==> src/rtl/gp_register_bank.sv <==
// gp_register_bank
//   General-purpose register bank with a combinational bus read port, one
//   external write port, and a small sequencer that moves or swaps registers
//   internally without using the shared bus.
//
// Ports
//   clock    : system clock, rising edge
//   clear    : synchronous active-low reset
//   bus_in   : value written by an external write
//   wr_en    : external write strobe (dropped while the sequencer is busy)
//   wr_sel   : external write target
//   rd_sel   : register driven on rd_data
//   ba_out   : base-address mode; gates R0 to zero when R0_GATED=1
//   rd_data  : combinational read of R[rd_sel]
//   op_req   : request a move/swap (accepted in IDLE or DONE)
//   op_swap  : 0 = move R[a] -> R[b], 1 = swap R[a] and R[b]
//   op_a     : first operand register
//   op_b     : second operand register
//   op_busy  : sequencer in T1..T3
//   op_done  : one-cycle completion pulse
//   wr_drop  : external write discarded because the sequencer is busy
//   written  : sticky per-register "written since reset" mask
module gp_register_bank #(
    parameter int unsigned      WIDTH       = 32,
    parameter int unsigned      NUM_REGS    = 16,
    parameter logic [WIDTH-1:0] RESET_VALUE = '0,
    parameter bit               R0_GATED    = 1'b1,
    localparam int unsigned     SEL_W       = $clog2(NUM_REGS)
) (
    input  logic                clock,
    input  logic                clear,
    input  logic [WIDTH-1:0]    bus_in,
    input  logic                wr_en,
    input  logic [SEL_W-1:0]    wr_sel,
    input  logic [SEL_W-1:0]    rd_sel,
    input  logic                ba_out,
    output logic [WIDTH-1:0]    rd_data,
    input  logic                op_req,
    input  logic                op_swap,
    input  logic [SEL_W-1:0]    op_a,
    input  logic [SEL_W-1:0]    op_b,
    output logic                op_busy,
    output logic                op_done,
    output logic                wr_drop,
    output logic [NUM_REGS-1:0] written
);

    typedef enum logic [2:0] {
        IDLE,
        T1,
        T2,
        T3,
        DONE
    } state_t;

    state_t             state;
    state_t             next_state;
    logic [WIDTH-1:0]   regs [NUM_REGS];
    logic [WIDTH-1:0]   temp;
    logic [SEL_W-1:0]   lat_a;
    logic [SEL_W-1:0]   lat_b;
    logic               lat_swap;
    logic               accept;
    logic               ext_wr;

    always_comb begin
        next_state = state;
        accept     = 1'b0;
        op_busy    = 1'b0;
        op_done    = 1'b0;
        unique case (state)
            IDLE: begin
                accept = op_req;
                if (op_req) next_state = T1;
            end
            T1: begin
                op_busy    = 1'b1;
                next_state = T2;
            end
            T2: begin
                op_busy    = 1'b1;
                next_state = lat_swap ? T3 : DONE;
            end
            T3: begin
                op_busy    = 1'b1;
                next_state = DONE;
            end
            DONE: begin
                op_done    = 1'b1;
                accept     = op_req;
                next_state = op_req ? T1 : IDLE;
            end
            default: next_state = IDLE;
        endcase
    end

    assign ext_wr  = wr_en & ~op_busy;
    assign wr_drop = wr_en & op_busy;

    // R0 gating only affects the bus view; the stored value is untouched.
    always_comb begin
        if (R0_GATED && ba_out && (rd_sel == '0)) begin
            rd_data = '0;
        end else begin
            rd_data = regs[rd_sel];
        end
    end

    // External writes land only in IDLE/DONE, sequencer writes only in T2/T3,
    // so the two never target the bank on the same edge. A write on the
    // acceptance edge is therefore seen by the T1 capture of R[a].
    always_ff @(posedge clock) begin
        if (!clear) begin
            for (int unsigned i = 0; i < NUM_REGS; i++) begin
                regs[i] <= RESET_VALUE;
            end
            temp     <= '0;
            written  <= '0;
            lat_a    <= '0;
            lat_b    <= '0;
            lat_swap <= 1'b0;
            state    <= IDLE;
        end else begin
            state <= next_state;
            if (accept) begin
                lat_a    <= op_a;
                lat_b    <= op_b;
                lat_swap <= op_swap;
            end
            if (ext_wr) begin
                regs[wr_sel]    <= bus_in;
                written[wr_sel] <= 1'b1;
            end
            unique case (state)
                T1: temp <= regs[lat_a];
                T2: begin
                    if (lat_swap) begin
                        regs[lat_a]    <= regs[lat_b];
                        written[lat_a] <= 1'b1;
                    end else begin
                        regs[lat_b]    <= temp;
                        written[lat_b] <= 1'b1;
                    end
                end
                T3: begin
                    regs[lat_b]    <= temp;
                    written[lat_b] <= 1'b1;
                end
                default: ;
            endcase
        end
    end

endmodule

==> config.mk <==
export PLATFORM = sky130hd
export DESIGN_NAME = gp_register_bank
export DESIGN_NICKNAME = d
export VERILOG_FILES = /design/src/rtl/gp_register_bank.sv
export SDC_FILE = /design/constraint.sdc
export NUM_CORES = 1
export LEC_CHECK = 0
export CAP_MARGIN = 5
export CORE_AREA = 2 2 226 395
export CTS_CLUSTER_SIZE = 28
export DETAILED_ROUTE_END_ITERATION = 8
export DIE_AREA = 0 0 228 397
export DONT_BUFFER_PORTS = 1
export SLEW_MARGIN = 10
export SYNTH_ARGS = -nofsm -noshare
export SYNTH_HDL_FRONTEND = slang
export SYNTH_SLANG_ARGS = --single-unit
==> constraint.sdc <==
create_clock -name clock -period 3.15 [get_ports clock]
set_clock_uncertainty 0.15 [all_clocks]
set_input_delay 0.4725 -clock clock [delete_from_list [all_inputs] [get_ports clock]]
set_output_delay 0.4725 -clock clock [all_outputs]
set_load 0.005 [all_outputs]
==> impl_metrics.yaml <==
layout:
  layout.cells.most_common_list: "516 x sky130_fd_sc_hd__nor3_1, 512 x sky130_fd_sc_hd__edfxtp_1, 349 x sky130_fd_sc_hd__mux4_2"
  final_common_cell: "sky130_fd_sc_hd__nor3_1"
  finalNetCount: 2539
  fillers: 7912
  multiInputGateArea_um2: 16800
  layout-area-overhead-vs-synth_pct: 11.9
  regArea_um2: 16700
  drive_gt1_share_pct: 28.7
  antennaDiodeCount: 0
timing:
  timing.final.max_slew_violations: 0
  fin_setup_tns_ns: 0
  clock.fmax_ghz: 0.331
  relSlewSlack_pct: 19.5
  timing_hold_violations_final: 0
  unrepaired_setup_endpoints_after_global_routing: "no"
  final.min_clock_period_ns: 3.02
  finalCritPeriodShare_pct: 95.9
  max_slew.worst_pin.slew_ns: 1.21
  final.setup.worst_slack_ns: 0.130
  setup_viol: 0
cts:
  clock_path_buffers: 3
  post_cts_resized: 0
  cts.root.buffer_cell: "sky130_fd_sc_hd__clkbuf_16"
  cts-buffers-inserted: 53
  clock_sink_count: 576
  cts.clk_slew.worst_paths_ns: 0.07
  postCtsSetupBuffers: 0
  tritoncts: "built"
  worstSkewPairLatency_ns: 0.63
  htree_num_levels: 2
  cts-hold-fix-buffers: 13
synthesis:
  asyncSetResetFlopFracSynth_pct: 0
  yosys_register_bits: 576
  multiplexer_fraction_of_the_synthesized_cell_area_pct: 29.7
  post-synth-top-area-fraction_pct: 44.3
  synthCells: 2542
  synth_edf_count: 512
  synth.cell_area_um2: 34700
  synth-xor-area-share_pct: 0
  combinational_family_with_the_most_area_after_synthesis: "multiplexers"
  synth.largest_area_cell: "sky130_fd_sc_hd__edfxtp_1"
  synth-adder-area-share_pct: 0
  ys.flop_type: "sky130_fd_sc_hd__edfxtp_1"
  synth-compound-area-share_pct: 6.97
  number_of_nets_produced_by_synthesis: 2596
  avg_synthesized_cell_area_um2: 13.7
  post_synth_main_area_contributors: "sky130_fd_sc_hd__edfxtp_1 44%, sky130_fd_sc_hd__mux4_2 23%, sky130_fd_sc_hd__nor3_1 7.4%"
  synth_simple_gate_area_share_pct: 11.3
  synth_cell_types: 50
  seq_area_frac_synth_pct: 48.0
  yosys_warnings: 0
power_and_ir_drop:
  comb_power_share_pct: 15.9
  p_int_mw: 14.0
  power_switching_share_pct: 26.6
  seqPwrFrac_pct: 47.1
  cellPowerDensity_nw_per_um2: 491
  power.switching_mw: 5.07
  power.ir.vdd_worst_mv: 0.397
  power.static_leakage_nw: 12.2
  clock_power_share_pct: 37.0
detailed_routing:
  drt_iter0_drc: 2671
  via_per_inst: 6.88
  total_number_of_vias: 25448
  drtAntennaViolNets: 0
  detail_route.first_pass.iterations: 7
  wire_per_inst_um: 34.9
  drc: 0
  wirelength_mm: 129
worst_setup_path:
  worst_setup_path_start_kind: "flop"
  worst_setup_path_end_kind: "flop"
  setup.worst_path.class: "flop to flop"
  critical_path.max_fanout: 16
  worst_ep_required_time_ns: 3.33
  reg2reg_setup_slack_ns: 0.13
  crit_arrival_ns: 3.20
die:
  floorplan.initialDensity_pct: 39.6
  ioPinCount: 105
  design.core.area_um2: 87600
  die_w_um: 228
  fp.dieH_um: 397
  die_area_um2: 90500
  row_count: 144
grt:
  grt_max_degree: 130
  gr-total-overflow: 0
  grt_util_all_layers_pct: 28.1
  antenna_found_initial: 5
  number_of_global_route_vias_before_repair: 26436
  global_route_wire_length_before_repair_mm: 185
placement:
  dp_hpwl_mm: 79.0
  place.port_buffers: 0
  preCtsSetupSlack_ns: 0.185
  place_congestion: 0.868
run_status:
  status: "finished, final reports clean"
worst_hold_path:
  hold_path_class: "input pin to flop"
run:
  cap_violations: 0
-- final timing paths --
| path | depth (start not counted) | start | end |
|---|---|---|---|
| min reg2reg | 2 | temp[10]$_SDFFE_PN0P_ | temp[10]$_SDFFE_PN0P_ |
| min | 2 | wr_sel[0] | written[0]$_SDFF_PN0_ |
| max | 5 | flop | regs[3][29]$_SDFFCE_PN0P_ |
| max reg2reg | 5 | flop | regs[3][29]$_SDFFCE_PN0P_ |
-- power by group through the flow --
stage / sequential, mW / clock (mW) / combinational, mW
floorplan: 8.94 / 0 / 2.17
global placement: 9.09 / 0 / 2.93
detailed placement: 9.12 / 0 / 2.97
CTS: 8.96 / 7.10 / 3.00
global route: 8.99 / 7.35 / 3.15
finish: 8.97 / 7.06 / 3.03
-- flip-flops by register name, indices dropped and copies added (netlist names), named ones only --
signal    count
lat_swap      1
written      16
temp         32
state         3
lat_b         4
regs        512
lat_a         4
-- logic make-up (layout without fill, tap and decap cells) --
kind of cell | Yosys count | after routing
mux | 583 | 583
compound gates | 279 | 279
simple gates | 815 | 815
flops | 576 | 576
buf+inv | 289 | 276
-- synth_stat cells, drive strengths merged (3+ instances only) --
cell     number
nor3        516
edfxtp      512
mux4        352
mux2i       197
buf         144
clkbuf      143
nor2        135
a21oi        92
nand2        75
dfxtp        64
o21ai        53
nor2b        39
mux2         34
a22o         31
a211oi       19
a2111oi      18
nand3        17
o31a         16
o21a         14
a221oi       13
a22oi        13
nand2b        8
and2          6
o31ai         4
nand4         3
nand4b        3
nor3b         3
-- worst max-delay path, stage by stage (launching register included) --
cell                       delay, ns
sky130_fd_sc_hd__dfxtp_4        0.51
sky130_fd_sc_hd__buf_4          0.32
sky130_fd_sc_hd__mux4_2         0.54
sky130_fd_sc_hd__mux2_2         0.32
sky130_fd_sc_hd__a221oi_4       0.73
sky130_fd_sc_hd__nor3_1         0.13
-- per-stage QoR --
step | utilization, % | hold slack [ns] | cell area, um2 | cells | total power [mW]
after floorplan | - | 0.287 | 34700 | 2542 | 11.1
after global placement | 42.0 | 0.297 | 36800 | 3585 | 12.0
after detailed placement | 42.0 | 0.308 | 36800 | 3585 | 12.1
after CTS | 44.3 | 0.00501 | 38800 | 3697 | 19.1
after global routing | 44.4 | 0.0304 | 38800 | 3697 | 19.5
final | 44.4 | 0.0263 | 38800 | 3697 | 19.1
-- per-layer routing --
layer  global-route usage, %  share of wire (%)  routed length (um)  vias to the layer above
met1                    31.4                 33               42300                    13053
met5                       0              0.031                  40                        -
li1                        -                  -                   -                    10175
met4                    18.6                7.4                9560                        6
met2                    49.8                 51               65600                     1714
met3                    4.31                8.9               11400                      500
-- final cells by class --
type | count | area share (%)
Clock buffer | 64 | 3.73
Sequential cell | 576 | 43.0
Inverter | 2 | 0.0193
Tap cell | 1168 | 3.76
Timing Repair Buffer | 175 | 5.11
Clock inverter | 35 | 1.06
Multi-Input combinational cell | 1677 | 43.4
Note: power is estimated with default switching activity, not from simulation.
